--- src/rtl/hazard_response_stage_pkg.sv ---
// Shared CPU types for the hazard response stage: word/register typedefs, FSM states, EX register layout.
package hazard_response_stage_pkg;

  localparam int CPU_XLEN = 32;

  typedef logic [CPU_XLEN-1:0] Word;
  typedef logic [CPU_XLEN-1:0] Addr;
  typedef logic [4:0]          RegId;
  typedef logic                Bool;

  typedef enum logic [1:0] {
    RUN   = 2'd0,
    STALL = 2'd1,
    FLUSH = 2'd2
  } HazardState;

  localparam Addr PC_STEP = 32'd4;

  typedef struct packed {
    Bool  valid;
    Addr  pc;
    Word  op1;
    Word  op2;
    RegId rd;
  } ExStage;

  localparam ExStage EX_BUBBLE = '0;

  // Saturating event counter step; holds at all-ones.
  function automatic logic [31:0] sat_inc(input logic [31:0] v);
    return (&v) ? v : v + 32'd1;
  endfunction

endpackage

--- src/rtl/hazard_response_stage_operand_forward_mux.sv ---
// Per-operand 2:1 select between the regfile read and the writeback result.
module operand_forward_mux #(
  parameter int XLEN = 32
) (
  input  logic            fwd1_enable,
  input  logic            fwd2_enable,
  input  logic [XLEN-1:0] rs1_val,
  input  logic [XLEN-1:0] rs2_val,
  input  logic [XLEN-1:0] wb_data,
  output logic [XLEN-1:0] op1,
  output logic [XLEN-1:0] op2
);

  assign op1 = fwd1_enable ? wb_data : rs1_val;
  assign op2 = fwd2_enable ? wb_data : rs2_val;

endmodule

--- src/rtl/hazard_response_stage.sv ---
// Applies hazard unit decisions between decode and execute: PC hold, stall bubbles, forwarding, branch squash.
// Optional HAZARD_STATS_EN adds saturating stall/flush bubble counters.
module hazard_response_stage
  import hazard_response_stage_pkg::*;
#(
  parameter int              XLEN        = 32,
  parameter int              FLUSH_DEPTH = 2,
  parameter logic [XLEN-1:0] RESET_PC    = '0
) (
  input  logic            clk,
  input  logic            rst_n,
  input  logic            stall_in,
  input  logic            fwd1_enable_in,
  input  logic            fwd2_enable_in,
  input  logic            branch_taken_in,
  input  logic [XLEN-1:0] branch_target_in,
  input  logic            id_valid_in,
  input  logic [XLEN-1:0] id_pc_in,
  input  logic [XLEN-1:0] id_rs1_val_in,
  input  logic [XLEN-1:0] id_rs2_val_in,
  input  logic [4:0]      id_rd_in,
  input  logic [XLEN-1:0] wb_data_in,
  output logic [XLEN-1:0] pc_out,
  output logic            if_id_hold_out,
  output logic            ex_valid_out,
  output logic [XLEN-1:0] ex_pc_out,
  output logic [XLEN-1:0] ex_op1_out,
  output logic [XLEN-1:0] ex_op2_out,
  output logic [4:0]      ex_rd_out,
  output logic            flushing_out
`ifdef HAZARD_STATS_EN
  ,
  output logic [31:0]     stall_count_out,
  output logic [31:0]     flush_count_out
`endif
);

  localparam logic [2:0] FLUSH_RELOAD = 3'(FLUSH_DEPTH - 1);

  HazardState      state_q, state_d;
  logic [2:0]      flush_cnt_q, flush_cnt_d;
  logic [XLEN-1:0] pc_q;
  ExStage          ex_q;
  logic [XLEN-1:0] fwd_op1, fwd_op2;

  logic            stall_bubble;
  logic            flush_bubble;
  logic            inject_bubble;

  operand_forward_mux #(.XLEN(XLEN)) u_fwd_mux (
    .fwd1_enable (fwd1_enable_in),
    .fwd2_enable (fwd2_enable_in),
    .rs1_val     (id_rs1_val_in),
    .rs2_val     (id_rs2_val_in),
    .wb_data     (wb_data_in),
    .op1         (fwd_op1),
    .op2         (fwd_op2)
  );

  always_ff @(posedge clk) begin
    if (!rst_n) begin
      state_q     <= RUN;
      flush_cnt_q <= 3'd0;
    end else begin
      state_q     <= state_d;
      flush_cnt_q <= flush_cnt_d;
    end
  end

  // Leaving FLUSH on the cycle the count reaches zero gives FLUSH_DEPTH bubbles including the branch cycle.
  always_comb begin
    state_d     = state_q;
    flush_cnt_d = flush_cnt_q;
    if (branch_taken_in) begin
      state_d     = (FLUSH_DEPTH > 1) ? FLUSH : RUN;
      flush_cnt_d = FLUSH_RELOAD;
    end else begin
      case (state_q)
        RUN, STALL: state_d = stall_in ? STALL : RUN;
        FLUSH: begin
          flush_cnt_d = (flush_cnt_q == 3'd0) ? 3'd0 : flush_cnt_q - 3'd1;
          state_d     = (flush_cnt_q <= 3'd1) ? RUN : FLUSH;
        end
        default: state_d = RUN;
      endcase
    end
  end

  always_comb begin
    flush_bubble   = branch_taken_in || (state_q == FLUSH);
    stall_bubble   = stall_in && !flush_bubble;
    inject_bubble  = flush_bubble || stall_bubble;
    if_id_hold_out = stall_bubble;
    flushing_out   = (state_q == FLUSH);
  end

  always_ff @(posedge clk) begin
    if (!rst_n) begin
      pc_q <= RESET_PC;
      ex_q <= EX_BUBBLE;
    end else begin
      if (branch_taken_in)   pc_q <= branch_target_in;
      else if (!stall_bubble) pc_q <= pc_q + XLEN'(PC_STEP);

      if (inject_bubble) begin
        ex_q <= EX_BUBBLE;
      end else begin
        ex_q.valid <= id_valid_in;
        ex_q.pc    <= id_pc_in;
        ex_q.op1   <= fwd_op1;
        ex_q.op2   <= fwd_op2;
        ex_q.rd    <= id_valid_in ? id_rd_in : 5'd0;
      end
    end
  end

  assign pc_out       = pc_q;
  assign ex_valid_out = ex_q.valid;
  assign ex_pc_out    = ex_q.pc;
  assign ex_op1_out   = ex_q.op1;
  assign ex_op2_out   = ex_q.op2;
  assign ex_rd_out    = ex_q.rd;

`ifdef HAZARD_STATS_EN
  always_ff @(posedge clk) begin
    if (!rst_n) begin
      stall_count_out <= 32'd0;
      flush_count_out <= 32'd0;
    end else begin
      if (stall_bubble) stall_count_out <= sat_inc(stall_count_out);
      if (flush_bubble) flush_count_out <= sat_inc(flush_count_out);
    end
  end
`else
  // Statistics counters are not built in this configuration.
`endif

endmodule

--- config.mk ---
export PLATFORM = sky130hd
export DESIGN_NAME = hazard_response_stage
export DESIGN_NICKNAME = d
export VERILOG_FILES = /design/src/rtl/hazard_response_stage_pkg.sv /design/src/rtl/hazard_response_stage_operand_forward_mux.sv /design/src/rtl/hazard_response_stage.sv
export SDC_FILE = /design/constraint.sdc
export NUM_CORES = 1
export LEC_CHECK = 0
export CAP_MARGIN = 20
export CORE_MARGIN = 2
export CORE_UTILIZATION = 25
export CTS_CLUSTER_DIAMETER = 120
export CTS_CLUSTER_SIZE = 10
export DETAILED_ROUTE_END_ITERATION = 16
export GPL_ROUTABILITY_DRIVEN = 0
export SLEW_MARGIN = 20
export SYNTH_ARGS = -nofsm -noshare
export SYNTH_HDL_FRONTEND = slang
export SYNTH_SLANG_ARGS = --single-unit
--- constraint.sdc ---
create_clock -name clk -period 1.9 [get_ports clk]
set_input_delay 0.19 -clock clk [delete_from_list [all_inputs] [get_ports clk]]
set_output_delay 0.19 -clock clk [all_outputs]
set_load 0.02 [all_outputs]
* Word-level counts from Yosys, hierarchy flattened
Cells that the tools add are included.
** Operators by class
- $add $sub $neg :: 2
- Order comparisons :: 1
- Eq/ne operators :: 3
- Muxes and demuxes :: 11
- Bitwise gates (word level) :: 2
- Reductions and logical operators :: 11
** Operators by type and width (number)
- $mux W32 :: 4
- $add A32 B3 Y32 const B :: 1
- $reduce_or A2 Y1 :: 3
- $mux W2 :: 2
- $pmux W2 S2 :: 1
- $le A3 B1 Y1 const B :: 1
- $logic_not A3 Y1 :: 1
- $mux W1 :: 3
- $mux W3 :: 1
- $reduce_or A3 Y1 :: 1
- $sub A3 B1 Y3 const B :: 1
- $eq A2 B1 Y1 const B :: 1
- $eq A2 B2 Y1 const B :: 1
- $logic_not A2 Y1 :: 1
- $logic_or A1 B1 Y1 :: 2
- $ne A2 B2 Y1 const B :: 1
- $not A1 Y1 :: 2
- $reduce_bool A2 Y1 :: 1
- $logic_and A1 B1 Y1 :: 1
- $logic_not A1 Y1 :: 1
** Word-level totals
- Bits in registers :: 139
- Output and inout port bits :: 136
- Logic and storage cells :: 40

* Logic depth before layout (Yosys ltp)
Gate-level depths: netlist of the first run.
- Word-level depth :: 6
- Mapped depth :: 7
- Gate-level depth less buffers :: 5

* Cells and area by module
From an unflattened synthesis of the first run, not the netlist that was laid out.
** Unflattened totals
- Cell total of the unflattened synthesis :: 559
- Area, all modules :: 5980.7 µm²
** Modules (own cells, without submodules)
- hazard_response_stage :: instances 1, cells an instance 487, area an instance 4892.2 µm²
- operand_forward_mux :: instances 1, cells an instance 72, area an instance 1088.5 µm²

* Worst setup path before layout of the first run
No wires, ideal clock.
- Path type :: flip-flop to flip-flop
- From :: register pc_q[2], in the netlist pc_out[2]
- To :: register pc_q[30], in the netlist pc_out[30]
- Library setup time :: 0.127 ns
- Data arrival time :: 1.835 ns
- Slack :: -0.062 ns
- Stages on the path, launching flop included :: 6
- Path buffers :: 0
- Period minus slack after synthesis :: 1.962 ns
- Path through :: dfxtp_1 ha_1 nand4_2 a2111oi_4 a21oi_1 or3_1
** Between the ends
- Word-level cells in the longest chain between the ends :: 3
** Ends and longest elaborated chain
- from (decl) :: RTL line hazard_response_stage.sv:42 : logic [XLEN-1:0] pc_q;
- from (signal assigned) :: RTL line hazard_response_stage.sv:102 : if (branch_taken_in) pc_q <= branch_target_in;
- from (signal assigned) :: RTL line hazard_response_stage.sv:103 : else if (!stall_bubble) pc_q <= pc_q + XLEN'(PC_STEP);
- $add A32 B3 Y32 :: RTL line hazard_response_stage.sv:103
- $mux W32 :: RTL line hazard_response_stage.sv:103
- $mux W32 :: RTL line hazard_response_stage.sv:102
Every way passes these cells. The select of a mux whose other input is x is not followed.
A chain may end at the register's enable or synchronous reset.

* Final worst setup path of the first run
- From :: register state_q[0]
- To :: output port if_id_hold_out
** Between the ends
- Word-level cells in the longest chain between the ends :: 4
** Ends and longest elaborated chain
- from (decl) :: RTL line hazard_response_stage.sv:40 : HazardState state_q, state_d;
- from (signal assigned) :: RTL line hazard_response_stage.sv:65 : state_q <= state_d;
- $eq A2 B2 Y1 :: RTL line hazard_response_stage.sv:90 : flush_bubble = branch_taken_in || (state_q == FLUSH);
- $logic_or A1 B1 Y1 :: RTL line hazard_response_stage.sv:90
- $logic_not A1 Y1 :: RTL line hazard_response_stage.sv:91 : stall_bubble = stall_in && !flush_bubble;
- $logic_and A1 B1 Y1 :: RTL line hazard_response_stage.sv:91
- to (decl) :: RTL line hazard_response_stage.sv:24 : output logic if_id_hold_out,
Every way passes these cells.

==> impl_results.md, run 1 <==
- Result of the run: complete, no violations
- Switch share: 0.272
- Buffers from clock root to sink, at most: 2
- Placed standard-cell area: 9220 um2
- Overall via count from detail_route: 5,502
- Effective utilization at floorplan: 0.253
- Max-slew violation total from the final report: 0
- Mean area per synthesized cell: 9.63 um2
- Pre-Repair DR Iteration Count: 4
- Sequential-to-total area share from yosys stat: 0.509
- Worst-case register-to-register setup slack: 0.14 ns
- Clock sinks: 139
- Most used flip-flop cell after synthesis: sky130_fd_sc_hd__dfxtp_1
- Category of cells accounting for the largest share of critical-path delay: buffers and inverters
- Count of hold buffers inserted by post-cts repair: 0
- Count of yosys warnings during synthesis: 0
- Post-Synthesis Net Count: 741
- Arrival time at the worst endpoint: 1.61 ns
- Row count: 54
- Count of nets after finishing: 1,089
- Sequence of cells on the critical path: nand2b_1 -> buf_12 -> nand3_1 -> inv_1 -> clkdlybuf4s15_1
- Combinational power share: 0.162
- Cell internal pwr: 5.48 mW
- Sequential group share of total power: 0.410
- EDFF count, synth: 0
- Worst hold path type: in -> reg
- Total power after layout: 7.53 mW
- Die X: 152 um
- Type of destination of the critical path: output port
- All-layer global routing usage: 0.161
- Number of H-tree levels: 4
- Area delta synth->final: 79.1%
- Number of stages on the worst hold path: 3
- Crit path largest cell delay: 0.36 ns
- Setup ws final: 0.102 ns
- Psw: 2.05 mW
- Post-CTS setup buffer count: 0
- Antenna violations before repair: 0
- Die H: 152 um
- Post-route antenna net violation count: 0
- Average detailed-routed wire length per instance: 15.7 um
- Maximum number of pins on one net before global-route repair: 48
- Count of buffers inserted at the top-level ports: 307
- Number of DRC violations after detailed-routing iteration 0: 264
- Antenna cell count: 0
- Global-route wire length before repair: 29.4 mm
- Ratio of total power to cell area: 769 nW/um2
- Buffer type at the clock tree root: sky130_fd_sc_hd__clkbuf_16
- Final worst path period share: 0.946
- Fill cell instance count of the final layout: 2,146
- Type of the worst setup path: reg -> out
- Placed wire-length estimate: 14.5 mm
- Aggregate global routing overflow: 0
- Leakage power figure: 3.86 nW
- Time the final worst path needs with I/O delays and setup: 1.80 ns
- Unrepaired setup endpoints after global routing: yes
- Total of max-cap violations: 0
- Transition time at the pin with the least slew margin: 0.538 ns
- Most common cell after layout, fill and taps aside: sky130_fd_sc_hd__clkdlybuf4s50_1
- CP Depth: 5
- Post-synthesis instance area: 5470 um2
- Asr flop ratio synth: 0
- Max Clock Skew: 0.00968 ns
- Setup violators final: 0
- Achievable clock frequency: 556 MHz
- Leading cell types in the layout, fill and taps excluded: sky130_fd_sc_hd__clkdlybuf4s50_1, sky130_fd_sc_hd__dfxtp_1, sky130_fd_sc_hd__nor2_1
- Area used by sequential logic in the layout: 2780 um2
- DR vias/cell: 4.55
- Worst R2R Path Depth: 6
- Core Region: 21,600 um2
- Library cells used by synthesis: 53
- Clock slew seen by the registers of the worst setup and hold paths: 0.07 ns
- Total area of multi-input combinational cells: 2490 um2
- Element type at the critical path start: flip-flop
- Gate count of the mapped netlist: 568
- Clk pwr share: 0.429
- Yosys reg bits: 139
- Highest-delay cell along the critical path: sky130_fd_sc_hd__clkdlybuf4s15_1
- VDD IR-drop max: 0.000478 V
- Via count of the first global-routing pass: 5,469
- Latest clock arrival within the worst-skew pair: 0.42 ns
- CTS Buf Count: 17
- Number of hold violations in the final report: 0
- Required @ worst endpoint: 1.71 ns
- Setup slack after placement: -0.0380 ns
- Summed negative setup slack over all endpoints: 0 ns
- Buffers and inverters on the worst path: 3
- Die footprint: 23,100 um2
- Detailed-route wire length: 19.0 mm
- Critical-path maximum fanout: 19
- I/O pins: 308
- Worst relative slew slack: 0.632
- Final Cell Area: 9790 um2
- Residual DRC count: 0
- Clock tree from TritonCTS: built
- Fraction of layout instances using a drive strength above 1: 0.117
==> flip-flops by register name (all words and copies together) (netlist names) <==
signal / count
ex_op1_out: 32
ex_op2_out: 32
ex_pc_out: 32
pc_out: 32
ex_rd_out: 5
flush_cnt_q: 3
state_q: 2
ex_valid_out: 1
==> worst min-delay path, stage by stage <==
cell and delay (ns):
sky130_fd_sc_hd__buf_2 0.22, sky130_fd_sc_hd__mux2i_1 0.16, sky130_fd_sc_hd__nor2_1 0.07
==> worst paths after layout <==
check / start / endpoint
setup / recovery: state_q[0] / if_id_hold_out
setup reg to reg: pc_out[2] / pc_out[30]
hold / removal: fwd1_enable_in / ex_op1_out[6]
hold reg to reg: state_q[1] / state_q[0]
==> layout make-up <==
type | count | share of cell area
timing repair buffer | 367 | 0.363
sequential | 139 | 0.284
multi-input combinational | 377 | 0.254
clock buffer | 18 | 0.0449
tap | 280 | 0.0358
clock inverter | 14 | 0.0129
inverter | 14 | 0.00575
==> synthesized netlist by cell type, types with 8 or more instances <==
cell type | instances | area share
sky130_fd_sc_hd__and3_1 | 8 | 0.0092
sky130_fd_sc_hd__inv_1 | 13 | 0.0089
sky130_fd_sc_hd__nand4_1 | 11 | 0.013
sky130_fd_sc_hd__nor2_1 | 77 | 0.053
sky130_fd_sc_hd__a21oi_1 | 18 | 0.016
sky130_fd_sc_hd__a31oi_1 | 8 | 0.0092
sky130_fd_sc_hd__dfxtp_1 | 139 | 0.51
sky130_fd_sc_hd__buf_2 | 8 | 0.0073
sky130_fd_sc_hd__nand2_1 | 20 | 0.014
sky130_fd_sc_hd__o21ai_0 | 27 | 0.025
sky130_fd_sc_hd__nand3_1 | 21 | 0.019
sky130_fd_sc_hd__and2_1 | 34 | 0.039
sky130_fd_sc_hd__clkbuf_1 | 27 | 0.019
sky130_fd_sc_hd__nor3_1 | 9 | 0.0082
sky130_fd_sc_hd__mux2i_1 | 66 | 0.12
==> power by group through the flow <==
| stage | registers [mW] | logic (mW) | clock network [mW] |
|---|---|---|---|
| floorplan | 3.28 | 0.323 | 0 |
| global placement | 3.15 | 1.22 | 0 |
| detailed placement | 3.15 | 1.22 | 0 |
| CTS | 3.08 | 1.22 | 3.32 |
| global route | 3.09 | 1.30 | 3.47 |
| finish | 3.08 | 1.22 | 3.23 |
==> what timing repair did <==
| item | CTS | global route |
|---|---|---|
| gates cloned | 0 | 0 |
| setup endpoints to repair | 2 | 4 |
| gates resized for setup | 2 | 4 |
==> cell families (layout without fill, tap and decap cells) <==
kind of cell / Yosys count / after routing / synth area share
AOI/OAI and AO/OA: 89 / 89 / 0.111
xor gates and xnor gates: 8 / 8 / 0.0128
DFF: 139 / 139 / 0.509
buffers and inverters: 52 / 413 / 0.0394
muxes: 67 / 67 / 0.123
and+or+nand+nor: 212 / 212 / 0.202
adders and majority gates: 1 / 1 / 0.00229
==> metal layers <==
metal  wire length (um)  track usage
met3               1620       0.0656
met1               8110        0.191
met2               8870        0.267
met5                  0            0
met4                367       0.0516
==> metrics by stage <==
step	hold WS, ns	instances	utilization
after floorplan	0.312	568	-
after global placement	0.415	1177	0.426
after detailed placement	0.419	1177	0.426
after CTS	0.240	1209	0.452
after global routing	0.269	1209	0.453
final	0.265	1209	0.453
No activity file was read; power rests on OpenSTA's default activity.
==> run 2, diff against run 1 <==
--- a/config.mk
+++ b/config.mk
@@ -9,7 +9,6 @@
 export CORE_MARGIN = 2
 export CORE_UTILIZATION = 25
 export CTS_CLUSTER_DIAMETER = 120
-export CTS_CLUSTER_SIZE = 10
 export DETAILED_ROUTE_END_ITERATION = 16
 export GPL_ROUTABILITY_DRIVEN = 0
 export SLEW_MARGIN = 20
==> results of run 2 <==
Final layout, timing and power as in run 1 (identical DEF).
==> run 3, diff against run 2 <==
--- a/config.mk
+++ b/config.mk
@@ -5,12 +5,14 @@
 export SDC_FILE = /design/constraint.sdc
 export NUM_CORES = 1
 export LEC_CHECK = 0
+export ABC_AREA = 1
 export CAP_MARGIN = 20
 export CORE_MARGIN = 2
 export CORE_UTILIZATION = 25
 export CTS_CLUSTER_DIAMETER = 120
 export DETAILED_ROUTE_END_ITERATION = 16
 export GPL_ROUTABILITY_DRIVEN = 0
+export HOLD_SLACK_MARGIN = 0.15
 export SLEW_MARGIN = 20
 export SYNTH_ARGS = -nofsm -noshare
 export SYNTH_HDL_FRONTEND = slang
==> run 3 against run 2 <==
Effect of this change: global-route usage increased by 1.3 points; hold slack better by 0.017 ns; maximum frequency grew 3.3%; via count increased by 14%; sequential share of layout area decreased by 0.30 points; cell count is 19% higher; critical path type unchanged.
==> impl_results.md, run 3 <==
- Number of H-tree levels: 4 (unchanged)
- Count of yosys warnings during synthesis: 0 (unchanged)
- Sequential-to-total area share from yosys stat: 0.487 (-0.0223)
- Buffers from clock root to sink, at most: 2 (unchanged)
- Total of max-cap violations: 0 (unchanged)
- Worst R2R Path Depth: 10 (+4)
- Summed negative setup slack over all endpoints: 0 ns (unchanged)
- Sequence of cells on the critical path: inv_1 -> or2_1 -> nand3_1 -> inv_1 -> dlygate4sd2_1
- Unrepaired setup endpoints after global routing: no
- Post-Synthesis Net Count: 997 (+35%)
- Clock sinks: 139 (unchanged)
- All-layer global routing usage: 0.174 (+0.0130)
- Detailed-route wire length: 21.5 mm (+13%)
- Element type at the critical path start: flip-flop
- Effective utilization at floorplan: 0.253 (+0.000432)
- Worst-case hold path end point: ex_pc_out[27]
- Fraction of layout instances using a drive strength above 1: 0.0704 (-0.0470)
- Type of the worst setup path: reg -> out
- Clock slew seen by the registers of the worst setup and hold paths: 0.07 ns (about the same)
- Asr flop ratio synth: 0 (unchanged)
- Residual DRC count: 0 (unchanged)
- Critical hold path startpoint: id_pc_in[27]
- Area contributors post-synth: sky130_fd_sc_hd__dfxtp_1, sky130_fd_sc_hd__nand2_1, sky130_fd_sc_hd__a21oi_1
- Cell with the most instances after synthesis: sky130_fd_sc_hd__nand2_1
- Global-route wire length before repair: 32.6 mm (+11%)
- VDD IR-drop max: 0.000503 V (+5.4%)
- Count of buffers inserted at the top-level ports: 307 (unchanged)
- Time the final worst path needs with I/O delays and setup: 1.74 ns (-0.0580 ns)
- Number of hold violations in the final report: 0 (unchanged)
- Number of stages on the worst hold path: 3 (unchanged)
- Beginning of the worst register-to-register path: pc_out[2]
- Area delta synth->final: 73.0%
- Synth top area share: 0.487 (-0.0223)
- Worst-case register-to-register setup slack: 0.18 ns (+0.04 ns)
- Maximum number of pins on one net before global-route repair: 34 (-29%)
- Fin util: 0.438 (-0.0147)
- Average detailed-routed wire length per instance: 15.0 um (-4.6%)
- Leading cell types by count after synthesis: sky130_fd_sc_hd__nand2_1, sky130_fd_sc_hd__dfxtp_1, sky130_fd_sc_hd__nor2_1, sky130_fd_sc_hd__a21oi_1, sky130_fd_sc_hd__inv_1
- Via count of the first global-routing pass: 6,121 (+12%)
- EDFF count, synth: 0 (unchanged)
- Post-route antenna net violation count: 0 (unchanged)
- Transition time at the pin with the least slew margin: 0.395 ns (-0.144 ns)
- Count of nets after finishing: 1,311 (+20%)
- Die footprint: 24,100 um2 (+4.5%)
- Row count: 55 (+1.9%)
- Capture point of the worst reg-to-reg path: pc_out[28]
- Type of destination of the critical path: output port
- Post-synthesis instance area: 5720 um2 (+4.6%)
- DR vias/cell: 4.38 (-3.7%)
- Post-CTS setup buffer count: 0 (unchanged)
- Overall via count from detail_route: 6,295 (+14%)
- Number of DRC violations after detailed-routing iteration 0: 216 (-18%)
- Final worst path period share: 0.916 (-0.0305)
- Leakage power figure: 4.01 nW (+3.9%)
- Arrival time at the worst endpoint: 1.55 ns (-0.06 ns)
- Crit path largest cell delay: 0.33 ns (-0.03 ns)
- Dominant cell type by count on the critical path: sky130_fd_sc_hd__inv_1
- Buffer type at the clock tree root: sky130_fd_sc_hd__clkbuf_16
- Required @ worst endpoint: 1.71 ns (about the same)
- Max-slew violation total from the final report: 0 (unchanged)
- Aggregate global routing overflow: 0 (unchanged)
- Highest-delay cell along the critical path: sky130_fd_sc_hd__dlygate4sd2_1
- Achievable clock frequency: 575 MHz (+3.3%)
- Setup violators final: 0 (unchanged)
- Most common cell after layout, fill and taps aside: sky130_fd_sc_hd__clkdlybuf4s50_1
- Max Clock Skew: 0.0107 ns (+0.00107 ns)
- Ratio of total power to cell area: 803 nW/um2 (+4.4%)
- Result of the run: complete, no violations
- Post-synth top area cell: sky130_fd_sc_hd__dfxtp_1
- Antenna cell count: 0 (unchanged)
- Latest clock arrival within the worst-skew pair: 0.42 ns (about the same)
- Placed wire-length estimate: 16.4 mm (+13%)
- Library cells used by synthesis: 28 (-47%)
- Yosys reg bits: 139 (unchanged)
- CTS Buf Count: 17 (unchanged)
- Clock tree from TritonCTS: built
- Die H: 155 um (+2.2%)
- Mean area per synthesized cell: 6.94 um2 (-28%)
- Die X: 155 um (+2.2%)
- Antenna violations before repair: 0 (unchanged)
- Gate count of the mapped netlist: 824 (+45%)
- I/O pins: 308 (unchanged)
- Worst relative slew slack: 0.737 (+0.105)
- Worst hold path type: in -> reg
- Critical-path maximum fanout: 5 (-14)
- Count of hold buffers inserted by post-cts repair: 0 (unchanged)
- Core Region: 22,600 um2 (+4.4%)
- Most used flip-flop cell after synthesis: sky130_fd_sc_hd__dfxtp_1
- Pre-Repair DR Iteration Count: 7 (+3)
- Leading cell types in the layout, fill and taps excluded: sky130_fd_sc_hd__clkdlybuf4s50_1, sky130_fd_sc_hd__nand2_1, sky130_fd_sc_hd__dfxtp_1
-- run 3: cell types whose count changed in the layout (fill, tap and decap cells not counted), moves of 8 or more --
cell | previous run | this run
sky130_fd_sc_hd__inv_1 | 12 | 72
sky130_fd_sc_hd__buf_4 | 57 | 21
sky130_fd_sc_hd__mux2i_1 | 66 | 0
sky130_fd_sc_hd__nand4_1 | 11 | 0
sky130_fd_sc_hd__nor2_1 | 77 | 113
sky130_fd_sc_hd__and3_1 | 8 | 0
sky130_fd_sc_hd__nand3_1 | 20 | 29
sky130_fd_sc_hd__a21oi_1 | 18 | 87
sky130_fd_sc_hd__nand2_1 | 20 | 274
sky130_fd_sc_hd__and2_1 | 34 | 1
sky130_fd_sc_hd__a21oi_2 | 0 | 10
-- run 3: cell families after synthesis --
logic type                 Yosys count  synth area share
adders and majority gates            1           0.00219
DFF                                139             0.487
AOI/OAI and AO/OA                  137             0.130
and+or+nand+nor                    431             0.297
buffers and inverters              116            0.0845
-- run 3: worst max path at each step --
stage,start,to,depth (start not counted)
floorplan,pc_out[3],pc_out[20],10
global placement,branch_taken_in,if_id_hold_out,5
detailed placement,branch_taken_in,ex_op2_out[7],9
CTS,state_q[1],if_id_hold_out,5
global route,state_q[1],if_id_hold_out,5
finish,state_q[1],if_id_hold_out,5
-- run 3: stage by stage --
stage | setup slack [ns] | power [mW] | std cells | instance area (um2) | hold slack (ns)
final | 0.160 | 7.94 | 1436 | 9890 | 0.282
after global placement | 0.0236 | 4.33 | 1404 | 9250 | 0.442
after detailed placement | 0.0258 | 4.33 | 1404 | 9250 | 0.445
after global routing | 0.0172 | 8.24 | 1436 | 9890 | 0.267
after floorplan | 0.261 | 3.62 | 824 | 5720 | 0.302
after CTS | 0.130 | 8.03 | 1436 | 9890 | 0.255
-- run 3: where the power goes --
part	switching [mW]	internal [mW]
Combinational	0.535	0.632
Sequential	0.0839	3.02
Clock	1.52	2.15
Total	2.14	5.80
-- run 3: cell type report --
| cell class | instances | area [um2] |
|---|---|---|
| tap | 285 | 357 |
| clock inverter | 15 | 218 |
| timing repair buffer | 335 | 3370 |
| clock buffer | 17 | 425 |
| sequential | 139 | 2780 |
| fill | 2305 | 12700 |
| multi-input combinational | 569 | 2450 |
| inverter | 76 | 285 |
-- run 3: critical path: cells and delay by family (launching register included) --
family	cells	cell delay (ns)
buf+inv	3	0.46
flops	1	0.30
simple gates	2	0.37
-- run 3: what timing repair did --
action,4_1_cts,5_1_grt
cloned,0,0
hold endpoints to repair,0,0
pin swaps,0,0
resized for setup,2,1
setup endpoints to repair,2,1
-- run 3: routing by layer --
metal  share of wire  track usage
met4           0.026       0.0712
met2            0.48        0.294
met3           0.086       0.0613
met5               0            0
met1            0.41        0.202
